===== config.mk =====
export PLATFORM = sky130hd
export DESIGN_NAME = rtc_bus_reader
export DESIGN_NICKNAME = d
export VERILOG_FILES = /design/src/rtl/rtc_bus_reader.sv
export SDC_FILE = /design/constraint.sdc
export NUM_CORES = 1
export LEC_CHECK = 0
export CORE_MARGIN = 2
export CORE_UTILIZATION = 55
export CTS_BUF_LIST = sky130_fd_sc_hd__clkbuf_8
export CTS_CLUSTER_SIZE = 16
export DETAILED_ROUTE_END_ITERATION = 12
export PLACE_DENSITY_LB_ADDON = 0.1
export SYNTH_ARGS = -nofsm -noshare
export SYNTH_HDL_FRONTEND = slang
export SYNTH_SLANG_ARGS = --single-unit

===== constraint.sdc =====
create_clock -name clk -period 4.47 [get_ports clk]
set_clock_uncertainty 0.1 [all_clocks]
set_input_delay 0.6705 -clock clk [delete_from_list [all_inputs] [get_ports clk]]
set_output_delay 0.6705 -clock clk [all_outputs]
set_load 0.05 [all_outputs]

===== src/rtl/rtc_bus_reader.sv =====
// rtl/rtc_bus_reader.sv - RTC multiplexed-bus reader with BCD conversion and blanking-window streamer
module rtc_bus_reader #(
  parameter int T_SETUP = 2,
  parameter int T_PULSE = 4,
  parameter int T_HOLD  = 2,
  parameter int LEAD    = 4
) (
  input  logic       clk,
  input  logic       reset,
  input  logic       start,
  input  logic       window,
  input  logic [7:0] bus_ad_in,
  output logic [7:0] bus_ad_out,
  output logic       bus_ad_oe,
  output logic       bus_cs_n,
  output logic       bus_rd_n,
  output logic       bus_wr_n,
  output logic       bus_a_d,
  output logic [7:0] dato,
  output logic       inicio_secuencia,
  output logic       busy,
  output logic       frame_done
);

  localparam int NREG = 8;

  // Counter reload values: each timed state runs for (load + 1) cycles.
  localparam logic [7:0] LD_SETUP  = 8'(T_SETUP - 1);
  localparam logic [7:0] LD_PULSE  = 8'(T_PULSE - 1);
  localparam logic [7:0] LD_HOLD   = 8'(T_HOLD - 1);
  localparam logic [7:0] LD_STREAM = 8'(LEAD + NREG - 1);
  localparam logic [7:0] LEAD8     = 8'(LEAD);

  typedef enum logic [3:0] {
    IDLE,
    A_SETUP,
    A_STROBE,
    A_HOLD,
    R_STROBE,
    R_HOLD,
    WAIT_WIN,
    STREAM,
    DONE
  } state_t;

  state_t     state, state_n;
  logic [7:0] cnt, cnt_n;
  logic [2:0] idx, idx_n;
  logic [7:0] rbuf [NREG];

  // Next values of the registered outputs, derived from the next state.
  logic [7:0] ad_out_d;
  logic       ad_oe_d;
  logic       cs_n_d;
  logic       rd_n_d;
  logic       wr_n_d;
  logic       a_d_d;
  logic [7:0] dato_d;
  logic       inicio_d;
  logic       busy_d;
  logic       frame_done_d;

  logic [7:0] pos_n;
  logic [2:0] sel_n;

  // Fixed RTC register map: seconds through week number.
  function automatic logic [7:0] reg_addr(input logic [2:0] i);
    logic [7:0] a;
    case (i)
      3'd0:    a = 8'h21;
      3'd1:    a = 8'h22;
      3'd2:    a = 8'h23;
      3'd3:    a = 8'h24;
      3'd4:    a = 8'h25;
      3'd5:    a = 8'h26;
      3'd6:    a = 8'h27;
      default: a = 8'h28;
    endcase
    return a;
  endfunction

  // Two-digit BCD to binary; any non-decimal nibble marks the byte invalid (0xFF).
  function automatic logic [7:0] bcd_to_bin(input logic [7:0] v);
    logic [3:0] hi;
    logic [3:0] lo;
    hi = v[7:4];
    lo = v[3:0];
    if (hi > 4'd9 || lo > 4'd9) begin
      return 8'hFF;
    end
    // hi*10 = hi*8 + hi*2
    return {1'b0, hi, 3'b000} + {3'b000, hi, 1'b0} + {4'b0000, lo};
  endfunction

  // State, phase counter and register index.
  always_ff @(posedge clk or posedge reset) begin
    if (reset) begin
      state <= IDLE;
      cnt   <= 8'd0;
      idx   <= 3'd0;
    end else begin
      state <= state_n;
      cnt   <= cnt_n;
      idx   <= idx_n;
    end
  end

  // Next-state logic: timed phases advance when the down-counter reaches zero.
  always_comb begin
    state_n = state;
    cnt_n   = cnt;
    idx_n   = idx;
    case (state)
      IDLE: begin
        if (start) begin
          state_n = A_SETUP;
          cnt_n   = LD_SETUP;
          idx_n   = 3'd0;
        end
      end
      A_SETUP: begin
        if (cnt == 8'd0) begin
          state_n = A_STROBE;
          cnt_n   = LD_PULSE;
        end else begin
          cnt_n = cnt - 8'd1;
        end
      end
      A_STROBE: begin
        if (cnt == 8'd0) begin
          state_n = A_HOLD;
          cnt_n   = LD_HOLD;
        end else begin
          cnt_n = cnt - 8'd1;
        end
      end
      A_HOLD: begin
        if (cnt == 8'd0) begin
          state_n = R_STROBE;
          cnt_n   = LD_PULSE;
        end else begin
          cnt_n = cnt - 8'd1;
        end
      end
      R_STROBE: begin
        if (cnt == 8'd0) begin
          state_n = R_HOLD;
          cnt_n   = LD_HOLD;
        end else begin
          cnt_n = cnt - 8'd1;
        end
      end
      R_HOLD: begin
        if (cnt == 8'd0) begin
          if (idx == 3'd7) begin
            state_n = WAIT_WIN;
            cnt_n   = 8'd0;
          end else begin
            state_n = A_SETUP;
            cnt_n   = LD_SETUP;
            idx_n   = idx + 3'd1;
          end
        end else begin
          cnt_n = cnt - 8'd1;
        end
      end
      WAIT_WIN: begin
        if (window) begin
          state_n = STREAM;
          cnt_n   = LD_STREAM;
        end
      end
      STREAM: begin
        // The stream runs to completion regardless of window.
        if (cnt == 8'd0) begin
          state_n = DONE;
        end else begin
          cnt_n = cnt - 8'd1;
        end
      end
      DONE: begin
        state_n = IDLE;
      end
      default: begin
        state_n = IDLE;
        cnt_n   = 8'd0;
        idx_n   = 3'd0;
      end
    endcase
  end

  // Stream position of the upcoming cycle: 0..LEAD-1 are lead-in zeros, then buffer bytes.
  always_comb begin
    pos_n = LD_STREAM - cnt_n;
    sel_n = 3'(pos_n - LEAD8);
  end

  // Output decode for the upcoming cycle so every output leaves a flop.
  always_comb begin
    ad_out_d     = 8'h00;
    ad_oe_d      = 1'b0;
    cs_n_d       = 1'b1;
    rd_n_d       = 1'b1;
    wr_n_d       = 1'b1;
    a_d_d        = 1'b1;
    dato_d       = 8'h00;
    inicio_d     = 1'b0;
    busy_d       = (state_n != IDLE);
    frame_done_d = 1'b0;
    case (state_n)
      A_SETUP, A_HOLD: begin
        cs_n_d   = 1'b0;
        a_d_d    = 1'b0;
        ad_oe_d  = 1'b1;
        ad_out_d = reg_addr(idx_n);
      end
      A_STROBE: begin
        cs_n_d   = 1'b0;
        a_d_d    = 1'b0;
        ad_oe_d  = 1'b1;
        ad_out_d = reg_addr(idx_n);
        wr_n_d   = 1'b0;
      end
      R_STROBE: begin
        // Driver is released on the same edge rd_n falls, so the bus is never contended.
        cs_n_d = 1'b0;
        rd_n_d = 1'b0;
      end
      STREAM: begin
        inicio_d = 1'b1;
        if (pos_n >= LEAD8) begin
          dato_d = rbuf[sel_n];
        end
      end
      DONE: begin
        frame_done_d = 1'b1;
      end
      default: begin
        busy_d = (state_n != IDLE);
      end
    endcase
  end

  // Registered outputs.
  always_ff @(posedge clk or posedge reset) begin
    if (reset) begin
      bus_ad_out       <= 8'h00;
      bus_ad_oe        <= 1'b0;
      bus_cs_n         <= 1'b1;
      bus_rd_n         <= 1'b1;
      bus_wr_n         <= 1'b1;
      bus_a_d          <= 1'b1;
      dato             <= 8'h00;
      inicio_secuencia <= 1'b0;
      busy             <= 1'b0;
      frame_done       <= 1'b0;
    end else begin
      bus_ad_out       <= ad_out_d;
      bus_ad_oe        <= ad_oe_d;
      bus_cs_n         <= cs_n_d;
      bus_rd_n         <= rd_n_d;
      bus_wr_n         <= wr_n_d;
      bus_a_d          <= a_d_d;
      dato             <= dato_d;
      inicio_secuencia <= inicio_d;
      busy             <= busy_d;
      frame_done       <= frame_done_d;
    end
  end

  // Capture and convert the RTC reply on the last cycle of the read strobe.
  always_ff @(posedge clk or posedge reset) begin
    if (reset) begin
      for (int i = 0; i < NREG; i++) begin
        rbuf[i] <= 8'h00;
      end
    end else if (state == R_STROBE && cnt == 8'd0) begin
      rbuf[idx] <= bcd_to_bin(bus_ad_in);
    end
  end

endmodule

==> flow_metrics.tcl, run 1 <==
set metrics [dict create \
    p_int_mw 1.836 \
    die_h_um 99.13 \
    grtUsageTotal_pct 21.85 \
    clk_path_buf_depth 2 \
    setup_viol 0 \
    syn_inst 457 \
    synth_edf_count 0 \
    clkSinkCount 99 \
    viasPerCell 5.850 \
    p_leak_nw 2.540 \
    drive_above_1_share_pct 18.56 \
    drtPass1Iterations 4 \
    min_period_ns 3.426 \
    outcome "complete, no violations" \
    p_total_mw 3.168 \
    p_comb_share_pct 46.3 \
    cts_resized 0 \
    wire_per_inst_um 17.28 \
    critPathMaxFanout 22 \
    power_frac_seq_pct 36.6 \
    cp_data_required_time_ns 4.59 \
    startpoint "state[1]" \
    htree_levels 3 \
    num_vias 3469 \
    fmax_mhz 291.9 \
    power_density_nw_per_um2 571.1 \
    finalNetCount 505 \
    drv_slew 0 \
    yosysWarnings 0 \
    hold_violations 0 \
    initial_core_util_pct 56.80 \
    cts_tree "built" \
    clock_power_share_pct 17.1 \
    synth.distinct_cells 57 \
    totalWireLength_um 10250 \
    grt_pass1_vias 3320 \
    post-cts-setup-buffers 0 \
    place_congestion 0.8492 \
    yosysSeqAreaShare_pct 49.87 \
    ant_nets 0 \
    hold_class "register to register" \
    netSwitchingPower_mw 1.332 \
    netSwitchingFraction_pct 42.04 \
    setup_tns_ns 0 \
    cts_root_buffer "clkbuf_8" \
    clk_latency_ns 0.37 \
    r2r-start "state[1]" \
    grt_overflow 0 \
    crit_path_end_kind "register" \
    fillers 710 \
    die-area_um2 9827 \
    ioPinCount 36 \
    startpoint_type "register" \
    relSlewSlack_pct 32.34 \
    final_cell_count_no_fill 593 \
    syn2layout_area_growth_pct 11.44 \
    fp.dieW_um 99.13 \
    ir_drop_uv 398.8 \
    netlist_area_um2 4977 \
    path_class "register to register" \
    synthFlopType "dfrtp_1" \
    row_count 34 \
    async_flop_share_pct 100.0 \
    postCtsHoldBufs 0 \
    grt_max_degree 86 \
    drtIter0Drc 166 \
    reg2reg_depth 7 \
    syn_avg_cell_area_um2 10.89 \
    rrSetupSlack_ns 1.04 \
    dpl.hpwl_um 7308 \
    grt_pass1_wl_um 16800 \
    diodes 0 \
    r2r_end "dato[7]" \
    io_buffer_count 32 \
    arrival_ns 3.55 \
    rsz0062_at_grt "no" \
    antenna_found_initial 0 \
    clk_pin_slew_ns 0.10 \
    placedCellCount 577 \
    setup.worst_path.end "dato[7]" \
    ys_seq_elements 99 \
    drc 0 \
    core_um2 8763 \
    fin_crit_sh_pct 76.65 \
    tightest_slew_ns 1.015 \
    timing.max_cap.violations 0 \
    numCtsBuffers 9 \
]
-- power by group through the flow --
stage | sequential [mW] | combinational [mW] | clock (mW)
after floorplan | 1.26 | 1.05 | 0
after global placement | 1.17 | 1.45 | 0
after detailed placement | 1.17 | 1.46 | 0
after CTS | 1.16 | 1.47 | 0.556
after global routing | 1.18 | 1.59 | 0.598
final | 1.16 | 1.47 | 0.542
-- cell usage after synthesis (all sizes together) (6+ instances only) --
| cell type | count | area, um2 |
|---|---|---|
| dfrtp | 95 | 2377 |
| a21oi | 12 | 60.06 |
| mux2 | 56 | 630.6 |
| buf | 8 | 48.79 |
| a211oi | 6 | 45.04 |
| nor2 | 22 | 82.58 |
| a22o | 7 | 61.31 |
| clkbuf | 17 | 63.81 |
| nand3 | 6 | 30.03 |
| ha | 11 | 137.6 |
| nand2b | 8 | 50.05 |
| o21ai | 38 | 190.2 |
| mux2i | 16 | 160.2 |
| nor3 | 17 | 90.09 |
| and2 | 6 | 37.54 |
| o22ai | 8 | 50.05 |
| nand2 | 43 | 161.4 |
| inv | 12 | 45.04 |
-- worst max-delay path, cell delays in order (launching register included) --
cell and delay [ns]:
dfrtp_1 0.78, xor2_1 0.14, o21ai_1 0.51, nor2_1 0.15
a221o_1 0.37, or4b_4 0.56, o41ai_4 0.49, nor3_1 0.16
-- cells by family after synthesis --
group / count (synthesis) / synth area share [%]
flops: 99 / 49.87
xor+xnor: 7 / 1.232
other cells: 1 / 0.07534
simple gates: 133 / 13.93
compound gates: 93 / 12.12
mux: 72 / 15.89
buf+inv: 39 / 3.318
fa+ha+maj: 13 / 3.570
-- sequential cells by signal (all words and copies together), names as in the netlist --
register / flops
bus_a_d: 1
bus_ad_out: 5
bus_cs_n: 1
bus_rd_n: 1
bus_wr_n: 1
busy: 1
cnt: 8
dato: 8
frame_done: 1
idx: 3
inicio_secuencia: 1
rbuf: 64
state: 4
-- worst min-delay path by stage --
stage | start | end | depth (start not counted)
floorplan | rbuf[40] | rbuf[40] | 2
CTS | rbuf[40] | rbuf[40] | 2
finish | rbuf[24] | rbuf[24] | 2
detailed placement | rbuf[60] | rbuf[60] | 2
global placement | rbuf[56] | rbuf[56] | 2
global route | rbuf[45] | rbuf[45] | 2
-- layout by cell type (no fill, tap or decap), drive strengths merged, types with 4 or more instances in the layout --
cell           instances
a211oi                 6
a21oi                 12
a22o                   7
a31oi                  4
and2                   6
clkbuf                 9
clkdlybuf4s50         32
dfrtp                 95
dfstp                  4
ha                    11
inv                   16
mux2                  56
mux2i                 16
nand2                 43
nand2b                 8
nand3                  6
nor2                  22
nor3                  17
nor3b                  4
o21ai                 38
o22ai                  8
or3                    4
xnor2                  4
-- through the flow --
step	hold WS [ns]	util, %	setup slack [ns]	cell area [um2]
floorplan	0.3444	-	1.116	4985
global placement	0.3567	61.22	1.030	5365
detailed placement	0.3663	61.22	1.034	5365
CTS	0.3910	63.29	1.082	5547
global route	0.4113	63.29	0.8407	5547
finish	0.3882	63.29	1.044	5547
-- per-layer routing --
metal  global-route usage, %  routed length [um]
met2                   37.11                5148
met5                       0                   0
met1                   28.88                4689
met3                   3.865                 271
met4                   6.533                 139
-- layout make-up --
type	count	area, um2	share of cell area, %
clock buffers	9	123.9	2.233
clock inverters	7	57.56	1.038
inverters	14	55.05	0.9926
multi-input cells	321	2350	42.36
flip-flops and latches	99	2482	44.76
well taps	108	135.1	2.436
repair buffers	35	342.8	6.181
No activity file was read; power rests on OpenSTA's default activity.
==> inputs of run 2 (changes only) <==
Clock period 4.47 ns to 3.6 ns, I/O delays scaled along.
==> run 2 against run 1 <==
- cell count rose by 1.5%
- fmax rose by 7.3%
- critical path depth rose by 4
- worst setup slack got worse by 0.64 ns
- combinational power rose by 32%
- non-clock buffer count rose by 9
- global-route usage rose by 1.0 points
- critical path type unchanged
- wire length rose by 1.8%
- power rose by 28%
- critical endpoint is now dato[4]
- via count rose by 2.4%
==> flow_metrics.tcl, run 2 (synthesis results as in run 1) <==
set metrics [dict create \
    grt_overflow 0 \
    cts_tree "built" \
    crit_buf_inv 1 \
    diodes 0 \
    setup_viol 0 \
    post_dp_cell_area_um2 5445 \
    timing.max_cap.violations 0 \
    critPathMaxFanout 9 \
    ioPinCount 36 \
    ir_drop_uv 339.6 \
    syn2layout_area_growth_pct 13.60 \
    critPathMaxStageDelay_ns 0.58 \
    hold_class "primary input to async pin" \
    grtUsageTotal_pct 22.87 \
    fin_ws_ns 0.4059 \
    grt_max_degree 78 \
    io_buffer_count 32 \
    largest_reg_flops 64 \
    drive_above_1_share_pct 20.04 \
    reg2reg_depth 11 \
    final_common_cell "dfrtp_1" \
    fillers 713 \
    drv_slew 0 \
    postCtsHoldBufs 0 \
    grt_pass1_wl_um 17640 \
    clk_path_buf_depth 2 \
    dp_slack_ns 0.3345 \
    fp.dieW_um 99.13 \
    drc 0 \
    drtIter0Drc 129 \
    startpoint_type "register" \
    tightest_slew_ns 0.8074 \
    design_area_um2 5654 \
    numCtsBuffers 9 \
    hold_violations 0 \
    path_cells "nor4_1, and3_1, clkinv_1, ha_1, mux2i_1, o32ai_1, and2_1, a311o_1, nor2_1, a22o_1, nor3_1" \
    p_leak_nw 2.601 \
    htree_levels 3 \
    core_um2 8763 \
    rrSetupSlack_ns 0.41 \
    crit_path_end_kind "register" \
    cts_resized 0 \
    clk_latency_ns 0.37 \
    regMostFlops "rbuf" \
    cp_top_family "simple AND/OR/NAND/NOR gates" \
    r2r-start "cnt[3]" \
    drtPass1Iterations 4 \
    final_util_pct 64.52 \
    cts_root_buffer "clkbuf_8" \
    path_class "register to register" \
    totalWireLength_um 10430 \
    die-area_um2 9827 \
    place_congestion 0.8851 \
    r2r_end "dato[4]" \
    initial_core_util_pct 56.80 \
    ant_nets 0 \
    arrival_ns 3.35 \
    row_count 34 \
    antenna_found_initial 0 \
    finalNetCount 514 \
    clk_pin_slew_ns 0.10 \
    mostFrequentLayoutCells "95 x dfrtp_1, 56 x mux2_2, 43 x nand2_1" \
    viasPerCell 5.902 \
    reg_top3 "rbuf (64), cnt (8), dato (8)" \
    grt_pass1_vias 3519 \
    rsz0062_at_grt "no" \
    die_h_um 99.13 \
    post-cts-setup-buffers 0 \
    wire_per_inst_um 17.33 \
    power_density_nw_per_um2 716.4 \
    clkSinkCount 99 \
    num_vias 3553 \
    fin_crit_sh_pct 88.73 \
    crit_slowest_cell "nor2_1" \
    min_period_ns 3.194 \
    setup_tns_ns 0 \
    fmax_mhz 313.1 \
    relSlewSlack_pct 45.94 \
    cp_data_required_time_ns 3.75 \
    dpl.hpwl_um 7426 \
    outcome "complete, no violations" \
]
==> run 2: cell count changes in the layout (fill, tap and decap cells not counted), sizes merged <==
cell	change
buf	+9
clkinv	+3
inv	-2
clkinvlp	-1
==> run 2: worst reg2reg max path: cells and delay by family, from the launching register on <==
family          cells  cell delay [ns]
compound gates      3             0.74
fa+ha+maj           1             0.27
buf+inv             1             0.10
flops               1             0.45
mux                 1             0.14
simple gates        5             1.28
==> run 2: metal layers <==
metal  vias to the layer above  global-route usage, %  share of wire (%)
met3                        16                  4.006                3.1
met2                        81                  38.20                 49
met5                         -                      0                  0
met4                         0                  7.903                2.1
met1                      1744                  30.37                 46
li1                       1712                      -                  -
==> run 2: worst max-delay path by stage <==
stage,from,to,slack [ns],cells after the start
global placement,bus_ad_in[3],rbuf[38],0.38,8
CTS,cnt[3],dato[4],0.41,11
detailed placement,bus_ad_in[6],rbuf[54],0.33,8
floorplan,reset,bus_ad_out[0],0.38,1
global route,cnt[3],dato[5],0.11,9
finish,cnt[3],dato[4],0.41,11
==> run 2: layout make-up <==
| class | instances | area [um2] | area share (%) |
|---|---|---|---|
| inverter | 14 | 55.05 | 0.9737 |
| timing repair buffer | 44 | 422.9 | 7.480 |
| tap | 108 | 135.1 | 2.390 |
| clock inverter | 7 | 85.08 | 1.505 |
| multi-input combinational | 321 | 2350 | 41.56 |
| sequential | 99 | 2482 | 43.90 |
| clock buffer | 9 | 123.9 | 2.191 |
==> run 2: through the flow <==
| stage | hold WS, ns | instances | power, mW |
|---|---|---|---|
| 2_1_floorplan | 0.3444 | 459 | 2.874 |
| 3_3_place_gp | 0.3554 | 586 | 3.329 |
| 3_5_place_dp | 0.3663 | 586 | 3.364 |
| 4_1_cts | 0.3707 | 602 | 4.074 |
| 5_1_grt | 0.4000 | 602 | 4.309 |
| 6_report | 0.3793 | 602 | 4.051 |
==> run 2: report_power, final <==
part           internal [mW]  switching, mW
Sequential              1.27          0.130
Clock                  0.277          0.429
Combinational          0.785           1.16
==> inputs of run 3 (changes only) <==
Settings changed: CORE_UTILIZATION 55 to 61.
==> run 3 against run 2 <==
- wire length up 2.4%
- global-route usage rose by 3.7 points
- utilization up 7.3 points
- register-to-register slack got worse by 0.11 ns
- count of clock-buffer cells in the layout is the same
- fmax is 3.3% lower
- critical path depth is 1 higher
- die area shrank 9.4%
- worst setup slack got worse by 0.11 ns
- flip-flop and latch count unchanged
==> flow_metrics.tcl, run 3 (synthesis results as in run 1) <==
set metrics [dict create \
    clkSinkCount 99 \
    ant_nets 0 \
    numCtsBuffers 9 \
    clk_path_buf_depth 2 \
    fp.dieW_um 94.33 \
    min_period_ns 3.303 \
    num_vias 3568 \
    final_common_cell "dfrtp_1" \
    rsz0062_at_grt "no" \
    antenna_found_initial 0 \
    grtUsageTotal_pct 26.55 \
    power_density_nw_per_um2 720.1 \
    syn2layout_area_growth_pct 12.69 \
    hold_class "register to register" \
    tightest_slew_ns 0.8168 \
    grt_overflow 0 \
    postCtsHoldBufs 0 \
    hold_violations 0 \
    totalWireLength_um 10680 \
    relSlewSlack_pct 45.31 \
    drive_above_1_share_pct 19.55 \
    outcome "complete, no violations" \
    dpl.hpwl_um 7582 \
    ff_latch_area_um2 2482 \
    finalNetCount 511 \
    p_int_mw 2.328 \
    core_um2 7807 \
    initial_core_util_pct 63.75 \
    setup_viol 0 \
    wire_per_inst_um 18.02 \
    ir_drop_uv 371.3 \
    arrival_ns 3.44 \
    rrSetupSlack_ns 0.30 \
    cp_data_required_time_ns 3.74 \
    final_util_pct 71.84 \
    die_h_um 94.33 \
    mostFrequentLayoutCells "95 x dfrtp_1, 56 x mux2_2, 43 x nand2_1" \
    critPathMaxFanout 9 \
    clk_latency_ns 0.38 \
    drv_slew 0 \
    clk_pin_slew_ns 0.11 \
    grt_pass1_vias 3642 \
    netSwitchingPower_mw 1.712 \
    p_total_mw 4.039 \
    drtIter0Drc 157 \
    multi_input_area_um2 2350 \
    fin_crit_sh_pct 91.74 \
    netSwitchingFraction_pct 42.38 \
    die-area_um2 8898 \
    row_count 32 \
    crit_path_end_kind "register" \
    power_frac_seq_pct 34.8 \
    ioPinCount 36 \
    cts_root_buffer "clkbuf_8" \
    diodes 0 \
    drtPass1Iterations 4 \
    grt_max_degree 65 \
    grt_pass1_wl_um 17970 \
    setup_tns_ns 0 \
    cts_tree "built" \
    cts_resized 0 \
    post-cts-setup-buffers 0 \
    reg_top3 "rbuf (64), cnt (8), dato (8)" \
    largest_reg_flops 64 \
    p_comb_share_pct 47.7 \
    fillers 582 \
    regMostFlops "rbuf" \
    timing.max_cap.violations 0 \
    place_congestion 0.8408 \
    viasPerCell 6.017 \
    drc 0 \
    clock_power_share_pct 17.5 \
    io_buffer_count 32 \
    path_class "register to register" \
    fmax_mhz 302.8 \
    startpoint_type "register" \
    p_leak_nw 2.586 \
    htree_levels 3 \
]
run 3: changes by cell type in the layout (fill, tap and decap cells not counted), sizes merged:
cell,before,now
buf,12,9
clkinv,6,5
inv,14,16
clkinvlp,1,0
run 3: final timing paths:
| path | startpoint | endpoint | cells past startpoint |
|---|---|---|---|
| hold / removal | rbuf[41] | rbuf[41] | 2 |
| max in group asynchronous | reset | rbuf[5] | 3 |
| setup / recovery | cnt[1] | dato[1] | 12 |
| hold reg to reg | rbuf[41] | rbuf[41] | 2 |
| min in group asynchronous | reset | rbuf[44] | 2 |
| setup reg to reg | cnt[1] | dato[1] | 12 |
run 3: final cells by class:
cell class                      instances  area share [%]
Clock buffer                            9           2.208
Tap cell                              102           2.275
Timing Repair Buffer                   41           7.138
Clock inverter                          7           1.249
Multi-Input combinational cell        321           41.89
Inverter                               14          0.9815
Sequential cell                        99           44.26
run 3: metrics by stage:
stage	area, um2	worst slack (ns)	hold slack, ns	std cells
6_report	5609	0.2974	0.3888	593
4_1_cts	5609	0.3460	0.3896	593
2_1_floorplan	4985	0.3762	0.3444	459
3_3_place_gp	5415	0.3566	0.3575	577
3_5_place_dp	5415	0.3064	0.3646	577
5_1_grt	5609	0.1240	0.4106	593
run 3: worst max-delay path, cell delays in order, from the launching register on:
cell and delay (ns):
dfrtp_1 0.45, inv_1 0.13, ha_1 0.16, and3_1 0.28, clkinv_1 0.13, ha_1 0.29, mux2i_1 0.14, o32ai_1 0.08
and2_1 0.16, a311o_1 0.42, nor2_1 0.53, a22o_1 0.23, nor3_1 0.06
run 3: layer usage:
layer | GRT usage, % | up-vias | part of all wire (%)
met4 | 9.541 | 0 | 2.3
li1 | - | 1701 | -
met1 | 32.76 | 1761 | 42
met5 | 0 | - | 0
met3 | 5.746 | 16 | 3.6
met2 | 46.19 | 90 | 52
run 3: power groups by stage:
stage,Clock [mW],Combinational (mW),Sequential (mW)
3_5_place_dp,0,1.92,1.42
6_report,0.707,1.93,1.41
4_1_cts,0.720,1.93,1.40
5_1_grt,0.763,2.08,1.43
3_3_place_gp,0,1.88,1.42
2_1_floorplan,0,1.31,1.57
